`src/rtl/rr_merge2.sv`:
```
// Two-channel round-robin merger feeding the 2:1 mux stage: registers the winning
// word together with its source channel, bounding each ownership to MAX_BURST words.
module rr_merge2 #(
    parameter int WIDTH     = 8,
    parameter int MAX_BURST = 4
) (
    input  logic             clk,
    input  logic             rst,
    input  logic             in0_valid,
    input  logic [WIDTH-1:0] in0_data,
    output logic             in0_ready,
    input  logic             in1_valid,
    input  logic [WIDTH-1:0] in1_data,
    output logic             in1_ready,
    output logic             out_valid,
    output logic [WIDTH-1:0] out_data,
    output logic             sel,
    input  logic             out_ready,
    // Observation of internal state: 0 = IDLE, 1 = OWN0, 2 = OWN1.
    output logic [1:0]       dbg_state,
    output logic [3:0]       dbg_burst_cnt,
    output logic             dbg_last
);

    // Valid/ready: a word moves on a port exactly in the cycle where both valid and
    // ready are high at the rising edge; valid never depends on ready, and a ready
    // output depends only on state and out_ready, never on its own valid input.

    typedef enum logic [1:0] {
        IDLE = 2'd0,
        OWN0 = 2'd1,
        OWN1 = 2'd2
    } state_t;

    localparam logic [3:0] BURST_END = 4'(MAX_BURST);

    state_t     state;
    logic       last;
    logic [3:0] burst_cnt;

    logic load;
    logic own_ch;
    logic own_valid;
    logic other_valid;
    logic xfer;
    logic burst_done;

    assign load        = out_ready | ~out_valid;
    assign in0_ready   = load & (state == OWN0);
    assign in1_ready   = load & (state == OWN1);
    assign own_ch      = (state == OWN1);
    assign own_valid   = own_ch ? in1_valid : in0_valid;
    assign other_valid = own_ch ? in0_valid : in1_valid;
    assign xfer        = (in0_valid & in0_ready) | (in1_valid & in1_ready);
    assign burst_done  = (burst_cnt + 4'd1) == BURST_END;

    assign dbg_state     = state;
    assign dbg_burst_cnt = burst_cnt;
    assign dbg_last      = last;

    always_ff @(posedge clk) begin
        if (rst) begin
            state     <= IDLE;
            last      <= 1'b1;
            burst_cnt <= 4'd0;
            out_valid <= 1'b0;
            out_data  <= '0;
            sel       <= 1'b0;
        end else begin
            if (xfer) begin
                out_valid <= 1'b1;
                out_data  <= own_ch ? in1_data : in0_data;
                sel       <= own_ch;
            end else if (out_valid & out_ready) begin
                out_valid <= 1'b0;
            end

            case (state)
                IDLE: begin
                    burst_cnt <= 4'd0;
                    if (in0_valid & in1_valid) begin
                        state <= last ? OWN0 : OWN1;
                    end else if (in0_valid) begin
                        state <= OWN0;
                    end else if (in1_valid) begin
                        state <= OWN1;
                    end
                end
                OWN0, OWN1: begin
                    if (xfer) begin
                        // Burst limit only hands over when the other side is waiting.
                        if (burst_done) begin
                            burst_cnt <= 4'd0;
                            if (other_valid) begin
                                state <= own_ch ? OWN0 : OWN1;
                                last  <= own_ch;
                            end
                        end else begin
                            burst_cnt <= burst_cnt + 4'd1;
                        end
                    end else if (!own_valid) begin
                        burst_cnt <= 4'd0;
                        last      <= own_ch;
                        if (other_valid) begin
                            state <= own_ch ? OWN0 : OWN1;
                        end else begin
                            state <= IDLE;
                        end
                    end
                end
                default: begin
                    state     <= IDLE;
                    burst_cnt <= 4'd0;
                end
            endcase
        end
    end

endmodule
```
`config.mk`:
```
export PLATFORM = sky130hd
export DESIGN_NAME = rr_merge2
export DESIGN_NICKNAME = d
export VERILOG_FILES = /design/src/rtl/rr_merge2.sv
export SDC_FILE = /design/constraint.sdc
export NUM_CORES = 1
export LEC_CHECK = 0
export ABC_AREA = 1
export CAP_MARGIN = 25
export CORE_ASPECT_RATIO = 0.9
export CORE_MARGIN = 4
export CORE_UTILIZATION = 39
export CTS_CLUSTER_DIAMETER = 100
export DETAILED_ROUTE_END_ITERATION = 8
export PLACE_DENSITY = 0.75
export SKIP_CTS_REPAIR_TIMING = 1
export SLEW_MARGIN = 15
export SYNTH_ARGS = -nofsm -noshare
export SYNTH_HDL_FRONTEND = slang
export SYNTH_SLANG_ARGS = --single-unit
```
`constraint.sdc`:
```
create_clock -name clk -period 1.7 [get_ports clk]
set_clock_uncertainty 0.1 [all_clocks]
set_input_delay 0.255 -clock clk [delete_from_list [all_inputs] [get_ports clk]]
set_output_delay 0.255 -clock clk [all_outputs]
set_load 0.01 [all_outputs]
```
==> metrics.txt, run 1 <==
TritonCTS clock tree done; Diodes inserted 0; I/O pin count 40; share of cells above drive strength 1 0.2524; WL/cell 11.94 µm; Setup crit end kind flip-flop; area of the multi-input gates 654.4 µm²; synth top area cells dfxtp_1, nand2_1, ha_1; Mean Syn Cell Area 7.201 µm²; library cells used by synthesis 23; Ys Warns 0; row cnt 17; Filler cells 217; drt total wl 2793 µm; critical path required time 1.80 ns; worst path arrival time 1.75 ns; initial core utilization 0.4182; CTS root buffer clkbuf_4; Slew HR 0.8126; grt met2 use 0.3113; min-delay src out_data[5]; width of the die 62.92 µm; most frequent cell after synthesis nand2_1; Hold WC Path Type reg2reg; initial antenna violation count 0; vias in the first global route 1159; register area 347.8 µm²; Synth Register Bits 17; power per cell area 1253 mW/mm²; design area 0.001699 mm²; met3 usage 0.04134; die area 0.003613 mm²; Net Count, Synth 174; Vias 1140; DP HPWL 2293 µm; share of the synthesized area in the top cell type 0.3215; max-cap viol count 0; Post-synth ARST share 0; RD Place Congestion 0.7957; status completed; Most Used Layer, Global Route met2; R2R Setup Slk 0.06 ns; largest net degree at the start of global routing 11; sequential share of the synthesized area 0.3215; fin crit share 0.9667; reg2reg start dbg_state[0]; Worst Max-Slew Pin Slew 0.2792 ns; hold path depth 2; post-place instance area 0.001585 mm²; routing usage on met1 0.1879; GRT Residual Overflow 0; vias per cell 4.872; top_reg_cell synth dfxtp_1; Post-Synthesis Cells 147; Synth top cells by count nand2_1, dfxtp_1, inv_1, nand3_1, nor2_1; RR Endpoint dbg_state[1]; total track usage 0.1685; NumNets Final 234; synthesized area 0.001059 mm²; Layout Cells excl Fill 234; Final setup viols 0; Post-Place Cells 228; final slew viol count 0; violation count after the first detailed-route iteration 32; remaining antenna violation count after routing 0; clk buf depth 2; Pwr Total 2.129 mW; min cycle time layout 1.643 ns; cts bufs inserted 3; leakage 0.7785 nW; hold path endpoint out_data[5]; core area 0.002531 mm²; clock sink count 17; Crit Path Category reg2reg; Reg2Reg Depth 11; Max H-tree Level 1; Die Ht 57.43 µm; Post-route DRC 0; RSZ-0062 raised after global routing true; max frequency 608.5 MHz; first-pass GRT wire length 4843 µm; area grow syn2layout 60.52%; post-synth top area cell dfxtp_1; Fin. Hold Viols 0; CP Max Fanout 6; number of synthesized flops with an enable pin 0; Worst-Skew Late Latency 0.30 ns; clk slew on worst S/H paths 0.11 ns; VDD IR max 571.9 µV; TritonRoute pass-1 iters 4; port buffer count 39; CP startpoint kind flip-flop
## cells by family (layout without fill, tap and decap cells)
family | count (synthesis) | after routing | share of synthesized area
compound gates | 21 | 21 | 0.1123
xor+xnor | 1 | 1 | 0.008276
fa+ha+maj | 6 | 6 | 0.07092
buf+inv | 23 | 82 | 0.09810
flops | 17 | 17 | 0.3215
simple gates | 79 | 79 | 0.3889
## report_power, final
group	leakage (nW)	internal [mW]	switching (mW)
logic	0.620	0.656	0.672
registers	0.141	0.501	0.0717
clock network	0.0177	0.0877	0.141
## worst max-delay path by stage
stage	slack (ns)	startpoint	endpoint
after detailed placement	-0.23	out_ready	out_data[4]
after floorplan	0.01	dbg_state[0]	dbg_state[1]
final	0.06	dbg_state[0]	dbg_state[1]
after CTS	-0.33	dbg_state[0]	in1_ready
after global routing	-0.009	dbg_state[0]	dbg_state[1]
after global placement	-0.13	out_ready	in1_ready
## area by class of cell
class	instances	area share
clock buffers	3	0.01325
clock inverters	1	0.002946
inverters	20	0.04860
multi-input cells	107	0.3851
flip-flops and latches	17	0.2047
well taps	28	0.02062
repair buffers	58	0.3247
## sequential cells by signal (all words and copies together) (netlist names)
name	cells
dbg_burst_cnt	4
dbg_last	1
dbg_state	2
out_data	8
out_valid	1
sel	1
## layer usage
| layer | vias to the layer above | routed length [µm] |
|---|---|---|
| met5 | - | 0 |
| met2 | 34 | 1388 |
| li1 | 591 | - |
| met3 | 5 | 160 |
| met1 | 510 | 1203 |
| met4 | 0 | 40 |
## stage by stage
step	TNS (ns)	util	worst slack, ns	hold WS [ns]
after floorplan	0	-	0.01364	0.3122
after CTS	-1.284	0.6372	-0.3288	0.3961
after global routing	-0.01558	0.6713	-0.009396	0.4010
final	0	0.6713	0.05668	0.3983
after detailed placement	-2.122	0.6263	-0.2277	0.3792
after global placement	-1.259	0.6263	-0.1268	0.3733
## layout by cell type (no fill, tap or decap), drive strengths merged
| master | instances |
|---|---|
| nand2 | 49 |
| clkdlybuf4s50 | 35 |
| inv | 20 |
| buf | 19 |
| dfxtp | 17 |
| nand3 | 15 |
| nor2 | 12 |
| a31oi | 8 |
| o21ai | 7 |
| a21oi | 6 |
| ha | 6 |
| clkbuf | 4 |
| nand4 | 3 |
| dlymetal6s2s | 3 |
| xor2 | 1 |
| clkinv | 1 |
## worst max-delay path, stage by stage, from the launching register on
cell and delay, ns:
dfxtp_4 0.39, inv_4 0.05, ha_4 0.16, buf_6 0.13, nand3_4 0.09, nand2_8 0.08
buf_12 0.14, buf_4 0.13, nand3_1 0.07, nand4_1 0.10, nand2_1 0.08, nor2_1 0.04
No activity file was read; power rests on OpenSTA's default activity.
==> run 2: changes to the inputs <==
Settings changed: CORE_UTILIZATION 39 to 43, PLACE_DENSITY 0.75 to 0.78, RECOVER_POWER set to 50.
Clock period 1.7 ns to 1.6 ns, I/O delays scaled along.
==> metrics.txt, run 2 (synthesis results as in run 1) <==
WL/cell 13.50 µm; remaining antenna violation count after routing 0; Worst Max-Slew Pin Slew 0.2936 ns; Worst path max stage delay 0.38 ns; CTS root buffer clkbuf_4; fin crit share 1.034; combinational fraction of design power 0.661; M1 wire length 1318 µm; CP Max Fanout 7; Pint 1.441 mW; Slew HR 0.8030; design area 0.001800 mm²; DR top layer met4; initial antenna violation count 0; worst path arrival time 1.74 ns; clk slew on worst S/H paths 0.10 ns; switch share 0.4255; max frequency 604.7 MHz; clk buf depth 2; width of the die 60.30 µm; RD Place Congestion 0.8276; clock power share 0.093; crit path max-delay cell type dfxtp_4; sequential fraction of design power 0.246; NumNets Final 235; Reg with most FFs out_data; RSZ-0062 raised after global routing true; Hold WC Path Type reg2reg; drt total wl 3160 µm; sw power 1.067 mW; total negative slack -0.1005 ns; first-pass GRT wire length 4629 µm; port buffer count 39; Max H-tree Level 1; vias per cell 5.209; TritonCTS clock tree done; core area 0.002262 mm²; Diodes inserted 0; final worst slack -0.05371 ns; commonest non-fill, non-tap cell in the layout nand2_1; violation count after the first detailed-route iteration 65; area grow syn2layout 70.09%; Worst-Skew Late Latency 0.29 ns; post-layout util 0.7959; routed wire length on met2 1580 µm; critical-path cell list inv_4 > ha_4 > buf_6 > nand3_4 > nand2_8 > buf_12 > nand2_4 > nand3_4 > nand2_1 > nor2_1 > nor2_1; min cycle time layout 1.654 ns; I/O pin count 40; clock sink count 17; Die Ht 55.07 µm; status finished with violations; most frequent cells in the layout nand2_1, clkdlybuf4s50_1, dfxtp_1, buf_4, inv_1; initial core utilization 0.4679; Crit Path Category reg2reg; max-cap viol count 0; TritonRoute pass-1 iters 4; row cnt 16; Fin. Hold Viols 0; Place WS -0.2789 ns; die area 0.003321 mm²; Vias 1219; post-place instance area 0.001593 mm²; vias in the first global route 1159; total track usage 0.1822; failing checks negative setup slack; CP startpoint kind flip-flop; Setup crit end kind flip-flop; Final setup viols 3; critical path required time 1.69 ns; share of cells above drive strength 1 0.3188; GRT Residual Overflow 0; Post-route DRC 0; final slew viol count 0; DR WL met3 206 µm; cts bufs inserted 3; VDD IR max 1134 µV; largest net degree at the start of global routing 11; DP HPWL 2255 µm; power per cell area 1393 mW/mm²; leakage 0.8218 nW; max reg flops 8
==> run 2: cell count changes in the layout (fill, tap and decap cells not counted), moves of 3 or more <==
cell             before  now
nand3_1              10    7
dfxtp_2               3    0
nor2_2                0    4
nor2_1               10    6
inv_1                13    9
clkdlybuf4s50_1      35   31
==> run 2: final cells by class <==
type	count	area, µm²
Timing Repair Buffer	59	576.8
Fill cell	136	461.7
Clock buffer	3	22.52
Clock inverter	1	5.005
Sequential cell	17	347.8
Tap cell	27	33.78
Inverter	20	90.09
Multi-Input combinational cell	107	724.4
==> run 2: power groups by stage <==
stage / combinational (mW) / clock, mW / sequential (mW)
after floorplan: 0.702 / 0 / 0.653
after global placement: 1.29 / 0 / 0.599
after detailed placement: 1.32 / 0 / 0.604
after CTS: 1.33 / 0.237 / 0.597
after global routing: 1.80 / 0.257 / 0.633
final: 1.66 / 0.233 / 0.616
==> run 2: worst max-delay path, delay by kind of cell (launching register included) <==
family / cells / cell delay [ns]
buffers and inverters: 3 / 0.32
and+or+nand+nor: 7 / 0.60
adders and majority gates: 1 / 0.14
DFF: 1 / 0.38
==> run 2: path summary, 6_finish.rpt <==
path,slack [ns],to,cells past startpoint,startpoint
setup / recovery,-0.05,dbg_state[1],11,dbg_state[0]
hold / removal,0.39,out_data[4],2,out_data[4]
setup reg to reg,-0.05,dbg_state[1],11,dbg_state[0]
hold reg to reg,0.39,out_data[4],2,out_data[4]
==> run 2: routing by layer <==
layer,track usage,vias to the layer above
met5,0,-
met4,0.05535,0
met3,0.03712,6
met2,0.3417,50
met1,0.2078,567
li1,-,596
==> run 2: per-stage QoR <==
stage | std cells | total power, mW | hold WS, ns
6_report | 234 | 2.508 | 0.3940
2_1_floorplan | 147 | 1.355 | 0.2972
3_3_place_gp | 226 | 1.888 | 0.3707
5_1_grt | 234 | 2.691 | 0.4070
3_5_place_dp | 226 | 1.927 | 0.3815
4_1_cts | 230 | 2.163 | 0.3980
==> run 3: changes to the inputs <==
Settings changed: SLEW_MARGIN 15 to not set.
==> results of run 3 <==
Final layout, timing and power as in run 2 (identical DEF).
